==> src/rtl/pop_sort_pkg.sv <==
// Shared definitions for the population rank sorter: FSM state encoding and
// an elaboration-time ceil(log2) helper.
package pop_sort_pkg;

    typedef enum logic [1:0] {
        IDLE,
        SORT,
        DONE
    } state_t;

    function automatic int unsigned clog2(input int unsigned v);
        int unsigned r;
        r = 0;
        for (int unsigned i = 0; i < 32; i++) begin
            if ((64'd1 << i) < 64'(v)) r = i + 1;
        end
        return r;
    endfunction

endpackage

==> src/rtl/pop_argsel.sv <==
// Combinational best-of-unused selector: smallest (or largest) key among
// entries whose used bit is clear, lowest index winning on ties.
module pop_argsel
    import pop_sort_pkg::*;
#(
    parameter int unsigned N_ENT   = 50,
    parameter int unsigned KEY_W   = 12,
    parameter int unsigned DESCEND = 0,
    localparam int unsigned IDX_W  = (clog2(N_ENT) < 1) ? 1 : clog2(N_ENT)
) (
    input  logic [N_ENT*KEY_W-1:0] keys,
    input  logic [N_ENT-1:0]       used,
    output logic [IDX_W-1:0]       idx,
    output logic [KEY_W-1:0]       key
);

    logic             found;
    logic [KEY_W-1:0] cur;
    logic [KEY_W-1:0] best_key;
    logic [IDX_W-1:0] best_idx;

    // Strict comparison keeps the earlier (lower) index on equal keys.
    always_comb begin
        found    = 1'b0;
        cur      = '0;
        best_key = '0;
        best_idx = '0;
        for (int unsigned i = 0; i < N_ENT; i++) begin
            cur = keys[i*KEY_W +: KEY_W];
            if (!used[i]) begin
                if (!found || ((DESCEND != 0) ? (cur > best_key) : (cur < best_key))) begin
                    best_idx = IDX_W'(i);
                    best_key = cur;
                    found    = 1'b1;
                end
            end
        end
    end

    assign idx = best_idx;
    assign key = best_key;

endmodule

==> src/rtl/pop_rank_sorter.sv <==
// Iterative selection sorter: one rank per cycle from a latched key snapshot,
// streaming each rank and accumulating the full ranked index list.
module pop_rank_sorter
    import pop_sort_pkg::*;
#(
    parameter int unsigned N_ENT   = 50,
    parameter int unsigned KEY_W   = 12,
    parameter int unsigned DESCEND = 0,
    localparam int unsigned IDX_W  = (clog2(N_ENT) < 1) ? 1 : clog2(N_ENT)
) (
    input  logic                   clk,
    input  logic                   rst,
    input  logic                   start,
    input  logic [N_ENT*KEY_W-1:0] keys_in,
    output logic                   busy,
    output logic                   done,
    output logic                   rank_valid,
    output logic [IDX_W-1:0]       rank_num,
    output logic [IDX_W-1:0]       rank_idx,
    output logic [KEY_W-1:0]       rank_key,
    output logic [N_ENT*IDX_W-1:0] sorted
);

    state_t                 state_q, state_d;
    logic [N_ENT*KEY_W-1:0] keys_q, keys_d;
    logic [N_ENT-1:0]       used_q, used_d;
    logic [IDX_W:0]         cnt_q, cnt_d;
    logic                   busy_q, busy_d;
    logic                   done_q, done_d;
    logic                   rank_valid_q, rank_valid_d;
    logic [IDX_W-1:0]       rank_num_q, rank_num_d;
    logic [IDX_W-1:0]       rank_idx_q, rank_idx_d;
    logic [KEY_W-1:0]       rank_key_q, rank_key_d;
    logic [N_ENT*IDX_W-1:0] sorted_q, sorted_d;

    logic [IDX_W-1:0]       sel_idx;
    logic [KEY_W-1:0]       sel_key;

    pop_argsel #(
        .N_ENT   (N_ENT),
        .KEY_W   (KEY_W),
        .DESCEND (DESCEND)
    ) u_argsel (
        .keys (keys_q),
        .used (used_q),
        .idx  (sel_idx),
        .key  (sel_key)
    );

    always_comb begin
        state_d      = state_q;
        keys_d       = keys_q;
        used_d       = used_q;
        cnt_d        = cnt_q;
        busy_d       = busy_q;
        done_d       = done_q;
        rank_valid_d = 1'b0;
        rank_num_d   = rank_num_q;
        rank_idx_d   = rank_idx_q;
        rank_key_d   = rank_key_q;
        sorted_d     = sorted_q;
        case (state_q)
            IDLE, DONE: begin
                if (start) begin
                    state_d = SORT;
                    keys_d  = keys_in;
                    used_d  = '0;
                    cnt_d   = '0;
                    busy_d  = 1'b1;
                    done_d  = 1'b0;
                end
            end
            SORT: begin
                rank_valid_d = 1'b1;
                rank_num_d   = cnt_q[IDX_W-1:0];
                rank_idx_d   = sel_idx;
                rank_key_d   = sel_key;
                cnt_d        = cnt_q + 1'b1;
                // Decoded writes keep indices in range for non-power-of-two N_ENT.
                for (int unsigned e = 0; e < N_ENT; e++) begin
                    if (sel_idx == IDX_W'(e)) used_d[e] = 1'b1;
                    if (cnt_q == (IDX_W+1)'(e)) sorted_d[e*IDX_W +: IDX_W] = sel_idx;
                end
                if (cnt_q == (IDX_W+1)'(N_ENT - 1)) begin
                    state_d = DONE;
                    busy_d  = 1'b0;
                    done_d  = 1'b1;
                end
            end
            default: state_d = IDLE;
        endcase
    end

    always_ff @(posedge clk) begin
        if (rst) begin
            state_q      <= IDLE;
            keys_q       <= '0;
            used_q       <= '0;
            cnt_q        <= '0;
            busy_q       <= 1'b0;
            done_q       <= 1'b0;
            rank_valid_q <= 1'b0;
            rank_num_q   <= '0;
            rank_idx_q   <= '0;
            rank_key_q   <= '0;
            sorted_q     <= '0;
        end else begin
            state_q      <= state_d;
            keys_q       <= keys_d;
            used_q       <= used_d;
            cnt_q        <= cnt_d;
            busy_q       <= busy_d;
            done_q       <= done_d;
            rank_valid_q <= rank_valid_d;
            rank_num_q   <= rank_num_d;
            rank_idx_q   <= rank_idx_d;
            rank_key_q   <= rank_key_d;
            sorted_q     <= sorted_d;
        end
    end

    assign busy       = busy_q;
    assign done       = done_q;
    assign rank_valid = rank_valid_q;
    assign rank_num   = rank_num_q;
    assign rank_idx   = rank_idx_q;
    assign rank_key   = rank_key_q;
    assign sorted     = sorted_q;

endmodule

==> config.mk <==
export PLATFORM = sky130hd
export DESIGN_NAME = pop_rank_sorter
export DESIGN_NICKNAME = d
export VERILOG_FILES = /design/src/rtl/pop_sort_pkg.sv /design/src/rtl/pop_argsel.sv /design/src/rtl/pop_rank_sorter.sv
export SDC_FILE = /design/constraint.sdc
export NUM_CORES = 2
export LEC_CHECK = 0
export ABC_AREA = 0
export CORE_ASPECT_RATIO = 1.4
export CORE_MARGIN = 3
export CORE_UTILIZATION = 45
export DETAILED_ROUTE_END_ITERATION = 10
export GPL_ROUTABILITY_DRIVEN = 1
export GPL_TIMING_DRIVEN = 0
export PLACE_DENSITY = 0.66
export SYNTH_ARGS = -nofsm -noshare
export SYNTH_HDL_FRONTEND = slang
export SYNTH_HIERARCHICAL = 1
export SYNTH_SLANG_ARGS = --single-unit
==> constraint.sdc <==
create_clock -name clk -period 181.8 [get_ports clk]
set_input_delay 36.36 -clock clk [delete_from_list [all_inputs] [get_ports clk]]
set_output_delay 36.36 -clock clk [all_outputs]
set_load 0.05 [all_outputs]
Word level (Yosys, flattened, before mapping). Index checks and enable logic that the tools add are counted. Widths: inputs -> output; s select.

Muxes and demuxes: 358. $add $sub $neg: 1. Equal/unequal tests: 152. Reductions and logical operators: 206. $lt $le $gt $ge: 49.

Operators with widths (count): $mux 12 (99); $lt 12x12->1 (49); $mux 6 (97); $mux 1 (153); $reduce_and 3->1 (51); $eq 7x6->1 const B (18); $eq 7x5->1 const B (16); $eq 6x6->1 const B (18); $reduce_and 2->1 (53); $ne 2x2->1 const B (52); $pmux 50 s2 (1); $eq 6x5->1 const B (16); $eq 7x4->1 const B (8); $mux 50 (1); $logic_or 1x1->1 (49); $eq 6x4->1 const B (8); $logic_not 1->1 (48); $eq 7x3->1 const B (4); $eq 6x3->1 const B (4); $eq 7x2->1 const B (2); $pmux 7 s2 (1); $eq 6x2->1 const B (2); $add 7x1->7 const B (1); $eq 7x1->1 const B (1); other kinds (12) (14).

Word-level logic and storage cells: 875. Output and inout bits: 327. Bits in registers: 986. Input port bits: 603.

Longest topological paths before layout.
Depth after elaboration: 200. Mapped depth: 637. Depth with buffers taken out: 581.

Cells and area by module. The synthesis kept the hierarchy.

By module, submodules not included: pop_rank_sorter (area an instance 34478.1 µm², seq. area each 19738.9 µm², cells an instance 4087, instances 1); pop_argsel (area an instance 26068.8 µm², seq. area each 0.0 µm², cells an instance 3749, instances 1).

Least setup slack after synthesis. OpenSTA, ideal clock, no wires.

Kind: reg2reg. Start point: register used_q[0]. End point: register used_q[16]. Buffers on the path: 55. Library setup time: 0.066 ns. Data arrival time: 104.399 ns. Period minus slack after synthesis: 104.465 ns. Slack: 77.335 ns. Stages on the path, launching flop included: 591. Cell sequence: dfxtp_1 -> buf_6 -> inv_1 -> clkbuf_1 -> nand2_1 -> ha_1 -> nand2_1 -> o21a_1 -> o221a_2 -> o21a_1 -> clkbuf_1 -> a32oi_1 -> ha_1 -> a211oi_1 -> o21ai_1 -> a221o_1 -> a221oi_2 -> clkbuf_1 -> (+555 left out) -> a21o_1 -> a21oi_1 -> nor2b_1 -> o21ai_0 -> nand2b_1 -> a21oi_1 -> nor2b_1 -> o31ai_1 -> o21a_1 -> a31oi_4 -> buf_6 -> o311ai_1 -> clkbuf_1 -> nand3b_1 -> nor2_1 -> buf_2 -> a22oi_1 -> nor2_1.

Longest elaborated chain between the ends: 200. Elaborated cells on any way between the ends: 441. Classes of those cells: order compare: 49; eq/ne: 2; mux: 292; reduce/logical: 98.

Ends and longest elaborated chain: start, declared (RTL line pop_rank_sorter.sv:26) `logic [N_ENT-1:0] used_q, used_d;`; start signal, assigned (RTL line pop_rank_sorter.sv:110) `used_q <= used_d;`; $mux 12 (RTL line pop_argsel.sv:30) `if (!used[i]) begin`; $lt 12x12->1 (RTL line pop_argsel.sv:31) `if (!found || ((DESCEND != 0) ? (cur > best_key) : (cur < best_key))) begin`; $logic_or 1x1->1 (RTL line pop_argsel.sv:31); $mux 12 or $mux 1 (tied branches) (RTL line pop_argsel.sv:31); $mux 12 or $mux 1 (tied branches) (RTL line pop_argsel.sv:30); $lt 12x12->1 or $logic_not 1->1 (tied branches) (RTL line pop_argsel.sv:31); $logic_or 1x1->1 (RTL line pop_argsel.sv:31); $mux 12 or $mux 1 (tied branches) (RTL line pop_argsel.sv:31); (+185 left out); $lt 12x12->1 or $logic_not 1->1 (tied branches) (RTL line pop_argsel.sv:31); $logic_or 1x1->1 (RTL line pop_argsel.sv:31); $mux 6 (RTL line pop_argsel.sv:31); $mux 6 * (RTL line pop_argsel.sv:30); via sel_idx[4] (RTL line pop_rank_sorter.sv:36) `logic [IDX_W-1:0] sel_idx;`; $eq 6x5->1 * (RTL line pop_rank_sorter.sv:81) `if (sel_idx == IDX_W'(e)) used_d[e] = 1'b1;`; $ne 2x2->1 (no line) *; $reduce_and 3->1 (no line) *.

Mark *: on every way through the listed nets, which the timed path passes. The rest lies on a longest branch. A chain may end at the register's enable or synchronous reset.

Worst setup path after layout.
Start point: register used_q[0]. End point: register used_q[49].

Longest elaborated chain between the ends: 200. Elaborated cells on any way between the ends: 441. Classes of those cells: order compare: 49; eq/ne: 2; mux: 292; reduce/logical: 98.

Ends and longest elaborated chain (RTL line): $mux 12 (pop_argsel.sv:30); $lt 12x12->1 (pop_argsel.sv:31); $logic_or 1x1->1 (pop_argsel.sv:31); $mux 12 or $mux 1 (tied branches) (pop_argsel.sv:31); $mux 12 or $mux 1 (tied branches) (pop_argsel.sv:30); $lt 12x12->1 or $logic_not 1->1 (tied branches) (pop_argsel.sv:31); $logic_or 1x1->1 (pop_argsel.sv:31); $mux 12 or $mux 1 (tied branches) (pop_argsel.sv:31); (+185 left out); $lt 12x12->1 or $logic_not 1->1 (tied branches) (pop_argsel.sv:31); $logic_or 1x1->1 (pop_argsel.sv:31); $mux 6 (pop_argsel.sv:31); $mux 6 * (pop_argsel.sv:30); via sel_idx[0] (pop_rank_sorter.sv:36); $eq 6x6->1 * (pop_rank_sorter.sv:81); $ne 2x2->1 (no line) *; $reduce_and 3->1 (no line) *.

Marks and branches as above.

==> results.tsv <==
stage	metric	value	unit
worst_setup_path	Crit path top cell by count	a21oi_1	
min_path	Hold Path Class	reg2reg	
global_routing	initial antenna violation count	23	
logic_synthesis	syn nets	8942	
cells_and_area	nets	9976	
timing	Slew HR	0.0158	
logic_synthesis	number of synthesized flops with an enable pin	0	
logic_synthesis	mux contribution to synthesized area	0.0697	
clock_network	H-tree depth	3	
power_and_ir_drop	IR drop worst, VDD	0.0000157	V
drt	Detail Route Antenna Nets	0	
die	Cell Rows	158	
drt	via count	60400	
worst_setup_path	crit path max fanout	10	
logic_synthesis	main combinational cell family by area after synthesis	simple AND/OR/NAND/NOR gates	
timing	setup violators final	0	
place	HPWL Detailed	208000	um
cells_and_area	# fillers	12700	
logic_synthesis	asr flop ratio synth	0	
clock_network	CTS Buf Count	102	
logic_synthesis	library cells used by synthesis	157	
status	status	finished with violations	
clock_network	Clk Latency, worst-skew pair	0.79	ns
logic_synthesis	Synth Flop Type	dfxtp_1	
logic_synthesis	Synth Area in Simple Gates	0.222	
clock_network	postcts setup bufs	0	
worst_setup_path	Crit. Startpoint	used_q[0]	
worst_setup_path	Worst Path Required	182.51	ns
drt	Iter 0 DRT Violations	4105	
die	die width	316	um
die	num ports	930	
cells_and_area	most common cell after layout, fill and taps aside	nand2_1	
cells_and_area	area grow syn2layout	25.3	%
worst_setup_path	endpoint class of the critical path	flip-flop	
timing	unrepaired setup endpoints after global routing	false	
worst_setup_path	CP max stage delay	1.15	ns
worst_setup_path	Crit-path slowest cell	nor3_1	
run	number of max-cap violations	1	
timing	fin crit period	131.99	ns
global_routing	global-route wire length before repair	363000	um
worst_setup_path	crit path to	used_q[49]	
timing	fin crit share	0.726	
die	core area	133000	sq um
timing	Worst-Margin Slew	1.47	ns
status	failing checks	capacitance limit	
power_and_ir_drop	LEAKAGE	30.1	nW
logic_synthesis	#FFs+latches synth	986	
logic_synthesis	yosys warns	6	
cells_and_area	most frequent cells in the layout	nand2_1, dfxtp_1, a21oi_1	
worst_setup_path	Startpoint Class	flip-flop	
logic_synthesis	Syn Area/Cell	7.73	sq um
place	dpl ws	51.85	ns
clock_network	PostCTS Resize Cnt	0	
drt	DR DRC count	0	
timing	Final Worst Setup Slack	49.81	ns
timing	final hold violations	0	
logic_synthesis	synthesized area	60500	sq um
worst_setup_path	r2r setup slk	49.81	ns
place	I/O Buffers	929	
die	initial core utilization	0.455	
clock_network	Longest Clk Path Bufs	3	
die	area of the die	139000	sq um
clock_network	CTS tree	yes	
clock_network	Sink Count	986	
drt	drt wl/cell	23.3	um
cells_and_area	Post-Layout Inst Area	75900	sq um
timing	Final Hold Slack	0.455	ns
power_and_ir_drop	Tot Pwr	0.00149	W
clock_network	CTS hold repair buffers	0	
timing	setup TNS	0	ns
worst_setup_path	R2R cell count	578	
place	gp weighted congestion	1.01	
timing	fmax	7.58	MHz
drt	first-pass iteration count of the detailed router	6	
worst_setup_path	reg-to-reg endpoint	used_q[49]	
global_routing	overall routing resource usage	0.345	
timing	Fin Clk Skew	0.0942	ns
logic_synthesis	cells after synthesis	7836	
drt	vias per cell	5.62	
logic_synthesis	Synth Area in Compound Gates	0.209	
logic_synthesis	post-synthesis sequential area ratio	0.326	
power_and_ir_drop	Pwr Density	19.6	nW/um^2
timing	Max Slew Vio Count	0	
clock_network	clock-pin slew on the worst setup and hold paths	0.06	ns
worst_setup_path	arrival time worst endpoint	132.69	ns
worst_setup_path	r2r startpoint	used_q[0]	
worst_setup_path	Crit Path Class	reg2reg	
clock_network	root buf cell	clkbuf_16	
place	cell area after placement	72100	sq um
global_routing	total congestion overflow after global routing	0	
global_routing	vias in the first global route	59200	
global_routing	largest net degree at the start of global routing	18	
cells_and_area	layout cell share with drive strength beyond 1	0.0763	
die	Die Y	440	um
drt	final wirelength	251000	um
logic_synthesis	XOR/XNOR Fraction of Synth Area	0.00343	
logic_synthesis	post-synthesis adder-cell area fraction	0.104	
[worst min-delay path by stage]
stage / startpoint / cells after the start / slack (ns) / end
3_5_place_dp: keys_q[282] / 2 / 0.45 / keys_q[282]
4_1_cts: keys_q[282] / 2 / 0.46 / keys_q[282]
2_1_floorplan: keys_q[564] / 2 / 0.43 / keys_q[564]
6_report: keys_q[282] / 2 / 0.45 / keys_q[282]
3_3_place_gp: keys_q[426] / 2 / 0.44 / keys_q[426]
5_1_grt: rank_key[6] / 2 / 0.48 / rank_key[6]
[through the flow]
stage          utilization  instances
6_report             0.570      10700
3_3_place_gp         0.542      10500
5_1_grt              0.570      10700
3_5_place_dp         0.542      10500
4_1_cts              0.570      10700
2_1_floorplan            -       7836
[registers in the layout, indices dropped and copies added, names as in the netlist]
signal      flops
rank_idx        6
rank_key       12
state_q         2
rank_num        6
sorted        300
rank_valid      1
keys_q        600
used_q         50
cnt_q           7
busy            1
done            1
[cell type report]
type / instances / area, sq um / share of cell area
multi-input combinational: 5890 / 36900 / 0.486
antenna: 20 / 50.0 / 0.000660
clock buffer: 144 / 3010 / 0.0397
sequential: 986 / 19700 / 0.260
tap: 1760 / 2200 / 0.0290
timing repair buffer: 930 / 9300 / 0.123
inverter: 503 / 1890 / 0.0249
clock inverter: 47 / 762 / 0.0100
buffer: 457 / 2070 / 0.0272
[per-layer routing]
metal  share of wire  up-vias  GRT usage
met3           0.067      521     0.0767
met4           0.071       12      0.220
met2            0.48     1820      0.600
met5         0.00032        -          0
li1                -    29300          -
met1            0.38    28800      0.378
[cell families (layout without fill, tap and decap cells)]
logic type,after synthesis,in the layout
and+or+nand+nor,2897,2897
AOI/OAI and AO/OA,2071,2071
DFF,986,986
buffers and inverters,960,2081
adders and majority gates,506,506
muxes,394,394
xor gates and xnor gates,22,22
other,0,20
[power breakdown]
| group | switching, W | total [W] | internal, W |
|---|---|---|---|
| sequential | 0.0000105 | 0.000236 | 0.000226 |
| combinational | 0.000632 | 0.00102 | 0.000384 |
| clock | 0.0000977 | 0.000234 | 0.000137 |
[critical path, delay by kind of cell, from the launching register on]
kind	cells	cell delay, ns
DFF	1	0.32
and+or+nand+nor	157	27.54
muxes	30	10.24
adders and majority gates	49	13.36
AOI/OAI and AO/OA	247	57.97
buffers and inverters	95	22.37
[cells in the mapped netlist, drive strengths merged (71+ instances only)]
master	count	area, sq um
nand2	1630	6130
a21o	105	792
mux2i	221	2220
nor3	71	392
nand2b	72	453
inv	502	1880
nor2	441	1680
clkbuf	287	1080
o21ai	513	2590
ha	503	6290
buf	169	971
nand3b	201	1510
mux2	173	2000
nand3	115	606
dfxtp	986	19700
a21oi	961	4880
No activity file was read; power rests on OpenSTA's default activity.
